===== src/rtl/mac_accumulator_pkg.sv =====
`default_nettype none
// =============================================================================
// mac_accumulator_pkg : shared width helpers for the multiplier/accumulator path
// Revision: 1.0
// =============================================================================
package mac_accumulator_pkg;

   localparam int c_default_bw  = 16;
   localparam int c_default_len = 8;

   function automatic int clog2(input int n);
      int r;
      r = 0;
      for (int v = 1; v < n; v = v << 1) r++;
      return r;
   endfunction

   // Wide enough that LEN full-scale products never wrap.
   function automatic int acc_width(input int bw, input int len);
      return 2 * bw + clog2(len);
   endfunction

   function automatic int cnt_width(input int len);
      return (clog2(len) < 1) ? 1 : clog2(len);
   endfunction

endpackage
`default_nettype wire


===== src/rtl/mac_accumulator_if.sv =====
`default_nettype none
// =============================================================================
// mac_accumulator_if : product stream in, group-sum stream out
// Revision: 1.0
// =============================================================================
interface mac_accumulator_if
   import mac_accumulator_pkg::*;
#(
   parameter int BW  = c_default_bw,
   parameter int LEN = c_default_len
) ();

   localparam int c_acc_w = acc_width(BW, LEN);
   localparam int c_cw    = cnt_width(LEN);

   logic [2*BW-1:0]    prod_in;
   logic               prod_valid;
   logic               prod_ready;
   logic               clear;
   logic [c_acc_w-1:0] acc_out;
   logic               acc_valid;
   logic               acc_ready;
   logic [c_cw-1:0]    term_cnt;

   modport master (
      output prod_in, prod_valid, clear, acc_ready,
      input  prod_ready, acc_out, acc_valid, term_cnt
   );

   modport slave (
      input  prod_in, prod_valid, clear, acc_ready,
      output prod_ready, acc_out, acc_valid, term_cnt
   );

endinterface
`default_nettype wire


===== src/rtl/mac_accumulator_adder.sv =====
`default_nettype none
// =============================================================================
// kogge_stone_Nbit_NOCLK : combinational parallel-prefix adder, bw bits + cin
// Revision: 1.0
// =============================================================================
module kogge_stone_Nbit_NOCLK
   import mac_accumulator_pkg::*;
#(
   parameter int bw = 32
) (
   input  wire logic [bw-1:0] a,
   input  wire logic [bw-1:0] b,
   input  wire logic          cin,
   output logic      [bw-1:0] sum,
   output logic               cout
);

   localparam int c_stages = clog2(bw);

   logic [c_stages:0][bw-1:0] w_g;
   logic [c_stages:0][bw-1:0] w_p;
   logic [bw:0]               w_c;

   always_comb begin
      w_g    = '0;
      w_p    = '0;
      w_g[0] = a & b;
      w_p[0] = a ^ b;
      for (int s = 0; s < c_stages; s++) begin
         for (int i = 0; i < bw; i++) begin
            if (i >= (1 << s)) begin
               w_g[s+1][i] = w_g[s][i] | (w_p[s][i] & w_g[s][i-(1<<s)]);
               w_p[s+1][i] = w_p[s][i] & w_p[s][i-(1<<s)];
            end else begin
               w_g[s+1][i] = w_g[s][i];
               w_p[s+1][i] = w_p[s][i];
            end
         end
      end
      // Carry into bit i+1 is the group generate of [i:0], with cin fed through the group propagate.
      w_c[0] = cin;
      for (int i = 0; i < bw; i++) begin
         w_c[i+1] = w_g[c_stages][i] | (w_p[c_stages][i] & cin);
      end
   end

   assign sum  = w_p[0] ^ w_c[bw-1:0];
   assign cout = w_c[bw];

endmodule
`default_nettype wire


===== src/rtl/mac_accumulator.sv =====
`default_nettype none
// =============================================================================
// mac_accumulator : sums groups of LEN products into a one-entry output register
// Revision: 1.0
// =============================================================================
module mac_accumulator
   import mac_accumulator_pkg::*;
#(
   parameter int BW  = c_default_bw,
   parameter int LEN = c_default_len
) (
   input  wire logic          CLK,
   input  wire logic          RESETn,
   mac_accumulator_if.slave   bus
);

   localparam int ACC_W = acc_width(BW, LEN);
   localparam int CW    = cnt_width(LEN);
   localparam logic [CW-1:0] c_last_cnt = CW'(LEN - 1);

   logic [ACC_W-1:0] r_acc;
   logic [ACC_W-1:0] r_out;
   logic             r_valid;
   logic [CW-1:0]    r_cnt;

   logic [ACC_W-1:0] w_sum;
   logic             w_unused_cout;
   logic             w_last;
   logic             w_ready;
   logic             w_accept;

   // One adder feeds both the running sum and the output register.
   kogge_stone_Nbit_NOCLK #(
      .bw   (ACC_W)
   ) u_adder (
      .a    (r_acc),
      .b    (ACC_W'(bus.prod_in)),
      .cin  (1'b0),
      .sum  (w_sum),
      .cout (w_unused_cout)
   );

   assign w_last   = (LEN == 1) ? 1'b1 : (r_cnt == c_last_cnt);
   assign w_ready  = !(w_last && r_valid && !bus.acc_ready);
   assign w_accept = bus.prod_valid && w_ready && !bus.clear;

   always_ff @(posedge CLK or negedge RESETn) begin
      if (!RESETn) begin
         r_acc   <= '0;
         r_cnt   <= '0;
         r_out   <= '0;
         r_valid <= 1'b0;
      end else begin
         if (bus.clear) begin
            r_acc <= '0;
            r_cnt <= '0;
         end else if (w_accept) begin
            if (w_last) begin
               r_acc <= '0;
               r_cnt <= '0;
               r_out <= w_sum;
            end else begin
               r_acc <= w_sum;
               r_cnt <= r_cnt + CW'(1);
            end
         end

         // A closing term overrides a same-cycle delivery so there is no bubble.
         if (w_accept && w_last) begin
            r_valid <= 1'b1;
         end else if (bus.acc_ready) begin
            r_valid <= 1'b0;
         end
      end
   end

   assign bus.prod_ready = w_ready;
   assign bus.acc_out    = r_out;
   assign bus.acc_valid  = r_valid;
   assign bus.term_cnt   = r_cnt;

endmodule
`default_nettype wire

===== src/flat_wrapper.sv =====
// flat-port wrapper written by rule: the top's interface ports become plain ports
module mac_accumulator_flat import mac_accumulator_pkg::*;
#(
   parameter int BW  = c_default_bw,
   parameter int LEN = c_default_len
)
  (CLK, RESETn, bus_prod_in, bus_prod_valid, bus_clear, bus_acc_ready, bus_prod_ready, bus_acc_out, bus_acc_valid, bus_term_cnt);
  mac_accumulator_if #(.BW(BW), .LEN(LEN)) bus_i ();
  input  wire logic CLK;
  input  wire logic RESETn;
  input wire logic [$bits(bus_i.prod_in)-1:0] bus_prod_in;
  input wire logic [$bits(bus_i.prod_valid)-1:0] bus_prod_valid;
  input wire logic [$bits(bus_i.clear)-1:0] bus_clear;
  input wire logic [$bits(bus_i.acc_ready)-1:0] bus_acc_ready;
  output wire logic [$bits(bus_i.prod_ready)-1:0] bus_prod_ready;
  output wire logic [$bits(bus_i.acc_out)-1:0] bus_acc_out;
  output wire logic [$bits(bus_i.acc_valid)-1:0] bus_acc_valid;
  output wire logic [$bits(bus_i.term_cnt)-1:0] bus_term_cnt;
  assign bus_i.prod_in = bus_prod_in;
  assign bus_i.prod_valid = bus_prod_valid;
  assign bus_i.clear = bus_clear;
  assign bus_i.acc_ready = bus_acc_ready;
  assign bus_prod_ready = bus_i.prod_ready;
  assign bus_acc_out = bus_i.acc_out;
  assign bus_acc_valid = bus_i.acc_valid;
  assign bus_term_cnt = bus_i.term_cnt;
  mac_accumulator #(.BW(BW), .LEN(LEN)) u_core (.CLK(CLK), .RESETn(RESETn), .bus(bus_i));
endmodule

===== config.mk =====
export PLATFORM = sky130hd
export DESIGN_NAME = mac_accumulator_flat
export DESIGN_NICKNAME = d
export VERILOG_FILES = /design/src/rtl/mac_accumulator_pkg.sv /design/src/rtl/mac_accumulator_if.sv /design/src/rtl/mac_accumulator_adder.sv /design/src/rtl/mac_accumulator.sv /design/src/flat_wrapper.sv
export SDC_FILE = /design/constraint.sdc
export NUM_CORES = 1
export LEC_CHECK = 0
export BUFFER_PORTS_ARGS = -buffer_cell sky130_fd_sc_hd__buf_2
export CAP_MARGIN = 25
export CORE_AREA = 5 5 94 96
export DETAILED_ROUTE_END_ITERATION = 10
export DIE_AREA = 0 0 99 101
export MAX_ROUTING_LAYER = met4
export PLACE_DENSITY = 0.83
export SLEW_MARGIN = 10
export SYNTH_ARGS = -nofsm -noshare
export SYNTH_HDL_FRONTEND = slang
export SYNTH_SLANG_ARGS = --single-unit

===== constraint.sdc =====
create_clock -name CLK -period 8.7 [get_ports CLK]
set_input_delay 0.435 -clock CLK [delete_from_list [all_inputs] [get_ports CLK]]
set_output_delay 0.435 -clock CLK [all_outputs]
set_load 0.02 [all_outputs]

==> metrics.cfg, run 1 <==
[sta]
holdWs_ps = -0.244
rsz0062_at_grt = no
hold_viol = 1
drv_slew = 0
setup_viol = 0
slew-limit-headroom = 0.496
period_share = 0.402
fin_tns_setup_ps = 0
fmax_mhz = 286
min_period_ps = 3500
worst_pin_slew_ps = 748
skew_ps = 11.2

[worst_setup_path]
crit_path_end_kind = flip-flop
r2r_start = u_core.r_acc[0]$_DFFE_PN0P_
criticalPathCategory = reg2reg
startpoint_type = flip-flop
reg2regPathDepth = 10
required_ps = 8950
worstPathMaxFanout = 5
cp.arrival_ps = 3750
regToRegSetupSlack_ps = 5200
r2r-end = u_core.bus.acc_out[28]$_DFFE_PN0P_

[logic_synthesis]
syn_inst = 487
yosys_warnings = 0
synth-edff-count = 0
synthesis.area_sq_um = 4550
synth_seq_cells = 74
syn_area_per_cell_sq_um = 9.35
synth_ff_type = dfrtp_1
ys_types = 51
syn-num-nets = 559
async_reset_ff_frac = 1.00
synth-seq-area-share = 0.407

[die]
die_h_um = 101
die_area_sq_um = 10000
io_pins = 77
core-area_sq_um = 7970
start_util = 0.571
die_w_um = 99
floorplan.rows = 33

[placement]
placed_area_sq_um = 5030
gp_congestion = 0.966
portBuffers = 76
dp_hpwl_um = 8120
dp_cells = 656

[cts]
post-cts-setup-buffers = 0
h-tree-depth = 3
clk_latency_ps = 370
cts_sinks = 74
ctsResizeCount = 0
path_clk_slew_ps = 80
cts_buffer_depth = 2
cts_hold_buf = 0
numCtsBuffers = 9
cts_tree = built
clockRootBuffer = clkbuf_8

[route]
ant_nets = 0
via_per_inst = 5.86
dr_total_vias = 3937
post_drt_wl_per_cell_um = 16.6
drt_pre_antenna_iters = 4
drtIter0Drc = 235
drc = 0
drt-total-wl_um = 11200

[layout]
antenna_cells = 0
drive_gt1_frac = 0.208
area_growth_pct = 16.0
postLayoutCoreUtil = 0.663
final_cell_area_sq_um = 5280
fin_nets = 635
layoutNonFillerInstCount = 672

[grt]
track_usage = 0.241
grt_max_degree = 75
grt_overflow = 0
antenna_found_initial = 0
grt_pass1_vias = 4012
grt_pass1_wl_um = 18900

[power]
p_leak_nw = 2.71
p_per_area_nw_per_um2 = 198
vdd_ir_drop_max_uv = 127

[hold_path]
holdCritPathClass = in2async

[outcome]
outcome = finished, violations left
violations = negative hold slack

[run]
drv_cap = 0

per-layer routing:
| layer | part of all wire | GRT usage | up-vias |
|---|---|---|---|
| met5 | 0 | - | - |
| met1 | 0.44 | 0.306 | 1875 |
| met3 | 0.057 | 0.0429 | 21 |
| met2 | 0.48 | 0.387 | 112 |
| li1 | - | - | 1929 |
| met4 | 0.021 | 0.0914 | 0 |
area by class of cell:
type,count,area [sq um]
well taps,105,131
inverters,9,33.8
fillers,649,2690
flip-flops and latches,74,1850
clock buffers,11,151
clock inverters,4,75.1
repair buffers,81,433
multi-input cells,388,2610
through the flow:
stage,total power [mW],worst slack [ps]
3_5_place_dp,0.741,5070
6_report,1.05,5200
2_1_floorplan,0.657,5560
4_1_cts,1.05,5220
3_3_place_gp,0.728,5140
5_1_grt,1.11,5010
report_power, final:
group	internal [mW]	switching (mW)	total, mW
clock	0.175	0.130	0.305
combinational	0.141	0.209	0.349
sequential	0.372	0.0214	0.394
total	0.689	0.360	1.05
critical path: stages, from the launching register on:
cell,delay (ps)
dfrtp_1,390
ha_1,230
fa_1,460
a211oi_1,290
o31a_1,250
a211oi_1,140
a2111oi_4,480
o21ai_0,390
a31o_2,350
xnor2_1,130
mux2_2,260
cell usage after synthesis (3+ instances only):
master	n	area share
a22o_1	28	0.054
dfrtp_1	74	0.41
mux2_2	11	0.027
o211ai_1	3	0.0049
inv_1	9	0.0074
ha_1	34	0.093
a211oi_1	4	0.0066
nand3_1	12	0.013
nand4_1	7	0.0096
o31ai_1	3	0.0049
clkbuf_1	13	0.011
a21oi_1	43	0.047
a21o_1	9	0.015
a2111o_1	3	0.0074
nand2b_1	4	0.0055
xor2_1	8	0.015
nor2b_1	5	0.0069
xnor2_1	21	0.040
nor2_1	17	0.014
o21a_1	6	0.0099
a41oi_1	4	0.0077
nor3_1	3	0.0033
nand2_1	102	0.084
o21ai_0	25	0.027
a31oi_1	4	0.0055
o21bai_1	5	0.0082
cells by family (layout without fill, tap and decap cells):
family                   Yosys count  in the layout  synth area share
flip-flops                        74             74             0.407
adder cells (fa/ha/maj)           35             35            0.0979
AND/OR/NAND/NOR                  160            160             0.153
buffers and inverters             25            105            0.0223
multiplexers                      11             11            0.0272
AO/OA/AOI/OAI                    153            153             0.237
XOR/XNOR                          29             29            0.0558
how the worst max path moves through the flow:
stage | depth (start not counted) | slack [ps] | from | to
2_1_floorplan | 10 | 5560 | bus_prod_in[0] | u_core.bus.acc_out[28]$_DFFE_PN0P_
3_3_place_gp | 11 | 5140 | bus_prod_in[0] | u_core.bus.acc_out[28]$_DFFE_PN0P_
3_5_place_dp | 11 | 5070 | bus_prod_in[0] | u_core.bus.acc_out[28]$_DFFE_PN0P_
4_1_cts | 10 | 5220 | u_core.r_acc[0]$_DFFE_PN0P_ | u_core.bus.acc_out[28]$_DFFE_PN0P_
5_1_grt | 10 | 5010 | u_core.r_acc[0]$_DFFE_PN0P_ | u_core.bus.acc_out[28]$_DFFE_PN0P_
6_report | 10 | 5200 | u_core.r_acc[0]$_DFFE_PN0P_ | u_core.bus.acc_out[28]$_DFFE_PN0P_
flip-flops by register name, summed over array words and instances, names as in the netlist:
name and cells:
u_core.bus.acc_out 35, u_core.r_acc 35, u_core.bus.term_cnt 3, u_core.bus.acc_valid 1
placed cells by master, fill, tap and decap left out, types with 3 or more instances in the layout:
| cell type | count |
|---|---|
| a211oi_1 | 4 |
| a2111o_1 | 3 |
| a22o_1 | 28 |
| buf_4 | 5 |
| nor3_1 | 3 |
| xnor2_1 | 21 |
| buf_2 | 75 |
| inv_1 | 9 |
| nand2_1 | 102 |
| o211ai_1 | 3 |
| o21a_1 | 6 |
| nor2_1 | 17 |
| a21o_1 | 9 |
| a21oi_1 | 42 |
| nand2b_1 | 4 |
| nand3_1 | 12 |
| ha_1 | 34 |
| a31oi_1 | 4 |
| o31ai_1 | 3 |
| dfrtp_1 | 74 |
| o21bai_1 | 5 |
| o21ai_0 | 25 |
| xor2_1 | 8 |
| a41oi_1 | 4 |
| nand4_1 | 7 |
| nor2b_1 | 4 |
| mux2_2 | 11 |
| clkbuf_8 | 11 |
Power figures use the tool's default switching activity.
==> run 2: changes to the inputs <==
--- a/config.mk
+++ b/config.mk
@@ -7,11 +7,11 @@
 export LEC_CHECK = 0
 export BUFFER_PORTS_ARGS = -buffer_cell sky130_fd_sc_hd__buf_2
 export CAP_MARGIN = 25
-export CORE_AREA = 5 5 94 96
+export CORE_AREA = 5 5 101 103
 export DETAILED_ROUTE_END_ITERATION = 10
-export DIE_AREA = 0 0 99 101
+export DIE_AREA = 0 0 106 108
 export MAX_ROUTING_LAYER = met4
-export PLACE_DENSITY = 0.83
+export PLACE_DENSITY = 0.76
 export SLEW_MARGIN = 10
 export SYNTH_ARGS = -nofsm -noshare
 export SYNTH_HDL_FRONTEND = slang
==> constraint.sdc (replaced) <==
create_clock -name CLK -period 3.1 [get_ports CLK]
set_input_delay 0.155 -clock CLK [delete_from_list [all_inputs] [get_ports CLK]]
set_output_delay 0.155 -clock CLK [all_outputs]
set_load 0.02 [all_outputs]
==> metrics.cfg, run 2 (same netlist as run 1, synthesis figures left out) <==
[die]
io_pins = 77  ; unchanged
die_w_um = 106  ; +7.1%
core-area_sq_um = 9110  ; +14%
die_area_sq_um = 11400  ; +14%
start_util = 0.500  ; -0.0715
floorplan.rows = 35  ; +6.1%
die_h_um = 108  ; +6.9%

[worst_setup_path]
crit_buf_inv = 0  ; unchanged
cp_slowest_stage_delay_ps = 540  ; +60 ps
cp.arrival_ps = 3220  ; -530 ps
crit_path_end_kind = flip-flop
slowest_stage = or4_4
reg2regPathDepth = 9  ; -1
criticalPathCategory = reg2reg
cp_num_cells = 9  ; -1
startpoint_type = flip-flop
worstPathMaxFanout = 4  ; -1
required_ps = 3360  ; -5590 ps
path_cells = ha_1, nand2_1, or4_4, o21bai_4, a311oi_4, o21bai_2, a2111o_1, and3_4, o31ai_1
critical-path-top-delay-family = compound AO/OA/AOI/OAI gates

[placement]
portBuffers = 76  ; unchanged
placed_area_sq_um = 5140  ; +2.1%
dp_worst_setup_slack_ps = 49.8  ; -5020 ps
dp_hpwl_um = 8470  ; +4.3%
gp_congestion = 0.942  ; -2.5%

[hold_path]
holdCritPathClass = in2reg
hold_depth = 2

[sta]
slew-limit-headroom = 0.606  ; +0.110
drv_slew = 0  ; unchanged
fmax_mhz = 338  ; +18%
skew_ps = 11.4  ; +0.268 ps
setup_viol = 0  ; unchanged
min_period_ps = 2960  ; -539 ps
worst_pin_slew_ps = 589  ; -159 ps
fin_ws_ps = 139  ; -5060 ps
holdWs_ps = 7.56  ; +7.80 ps
period_share = 0.955  ; +0.553
hold_viol = 0  ; -1

[route]
dr_total_vias = 4068  ; +3.3%
drtIter0Drc = 260  ; +11%
drt-total-wl_um = 11500  ; +2.8%
post_drt_wl_per_cell_um = 16.5  ; -0.56%
drc = 0  ; unchanged
ant_nets = 0  ; unchanged
drt_pre_antenna_iters = 4  ; unchanged
via_per_inst = 5.85  ; about the same

[cts]
path_clk_slew_ps = 80  ; about the same
cts_sinks = 74  ; unchanged
clk_latency_ps = 360  ; about the same
clockRootBuffer = clkbuf_8
numCtsBuffers = 9  ; unchanged
cts_buffer_depth = 2  ; unchanged
h-tree-depth = 3  ; unchanged
cts_tree = built

[grt]
grt_pass1_vias = 4023  ; +0.27%
grt_max_degree = 75  ; unchanged
antenna_found_initial = 0  ; unchanged
grt_pass1_wl_um = 19100  ; +0.88%
track_usage = 0.211  ; -0.0302
grt_overflow = 0  ; unchanged

[layout]
mostFrequentLayoutCell = nand2_1
area_growth_pct = 19.4
drive_gt1_frac = 0.236  ; +0.0282
antenna_cells = 0  ; unchanged
multiInputGateArea_sq_um = 2640  ; +1.2%
postLayoutCoreUtil = 0.597  ; -0.0660
fin_nets = 651  ; +2.5%
final_cell_area_sq_um = 5440  ; +2.9%
final_cell_mix = nand2_1 (102), buf_2 (75), dfrtp_1 (74), a21oi_1 (42), ha_1 (33)
seqCellArea_sq_um = 1850  ; unchanged
nFillCells = 782  ; +20%

[power]
vdd_ir_drop_max_uv = 280  ; +120%
p_leak_nw = 2.79  ; +2.9%
fin_total_pwr_mw = 2.94  ; +180%
p_per_area_nw_per_um2 = 541  ; +170%

[run]
drv_cap = 0  ; unchanged

[outcome]
outcome = finished, final reports clean

run 2: changes by cell type in the layout (fill, tap and decap cells not counted), sizes merged:
cell / previous run / this run
clkinvlp: 2 / 3
inv: 9 / 10
bufinv: 2 / 1
buf: 81 / 96
dlygate4sd3: 0 / 1
run 2: final cells by class:
type                            count  share of cell area
Multi-Input combinational cell    388               0.485
Sequential cell                    74               0.341
Timing Repair Buffer               97               0.104
Clock buffer                       11              0.0279
Tap cell                          111              0.0256
Clock inverter                      5              0.0113
Inverter                            9             0.00622
run 2: per-layer routing:
| metal | global-route usage | part of all wire | vias to the layer above |
|---|---|---|---|
| met2 | 0.334 | 0.47 | 125 |
| met3 | 0.0310 | 0.059 | 18 |
| li1 | - | - | 1963 |
| met1 | 0.282 | 0.46 | 1962 |
| met5 | - | 0 | - |
| met4 | 0.0666 | 0.017 | 0 |
run 2: path summary, 6_finish.rpt:
check / from / to / slack [ps]
min in group asynchronous: RESETn / u_core.bus.acc_out[0]$_DFFE_PN0P_ / 160
max: u_core.r_acc[16]$_DFFE_PN0P_ / u_core.r_acc[27]$_DFFE_PN0P_ / 140
min reg2reg: u_core.bus.acc_out[4]$_DFFE_PN0P_ / u_core.bus.acc_out[4]$_DFFE_PN0P_ / 470
max in group asynchronous: RESETn / u_core.r_acc[0]$_DFFE_PN0P_ / 2380
max reg2reg: u_core.r_acc[16]$_DFFE_PN0P_ / u_core.r_acc[27]$_DFFE_PN0P_ / 140
min: bus_clear / u_core.bus.term_cnt[2]$_DFFE_PN0P_ / 8
run 2: power breakdown:
part | internal (mW) | switching [mW] | total [mW]
registers | 1.04 | 0.0589 | 1.10
clock network | 0.419 | 0.391 | 0.809
logic | 0.434 | 0.597 | 1.03
total | 1.90 | 1.05 | 2.94
run 2: worst reg2reg max path, cell delays in order (launching register included):
cell	delay, ps
dfrtp_1	390
ha_1	350
nand2_1	120
or4_4	540
o21bai_4	200
a311oi_4	320
o21bai_2	120
a2111o_1	450
and3_4	190
o31ai_1	200
run 2: stage by stage:
step / TNS [ps] / cells
3_5_place_dp: 0 / 675
4_1_cts: 0 / 692
3_3_place_gp: 0 / 675
6_report: 0 / 695
2_1_floorplan: 0 / 487
5_1_grt: -2.88 / 695
run 2: timing repair:
item                       CTS  global route
hold endpoints to repair    74             0
resized for setup            0             7
setup endpoints to repair    0            15
buffers inserted             0             2
hold buffers                 1             0
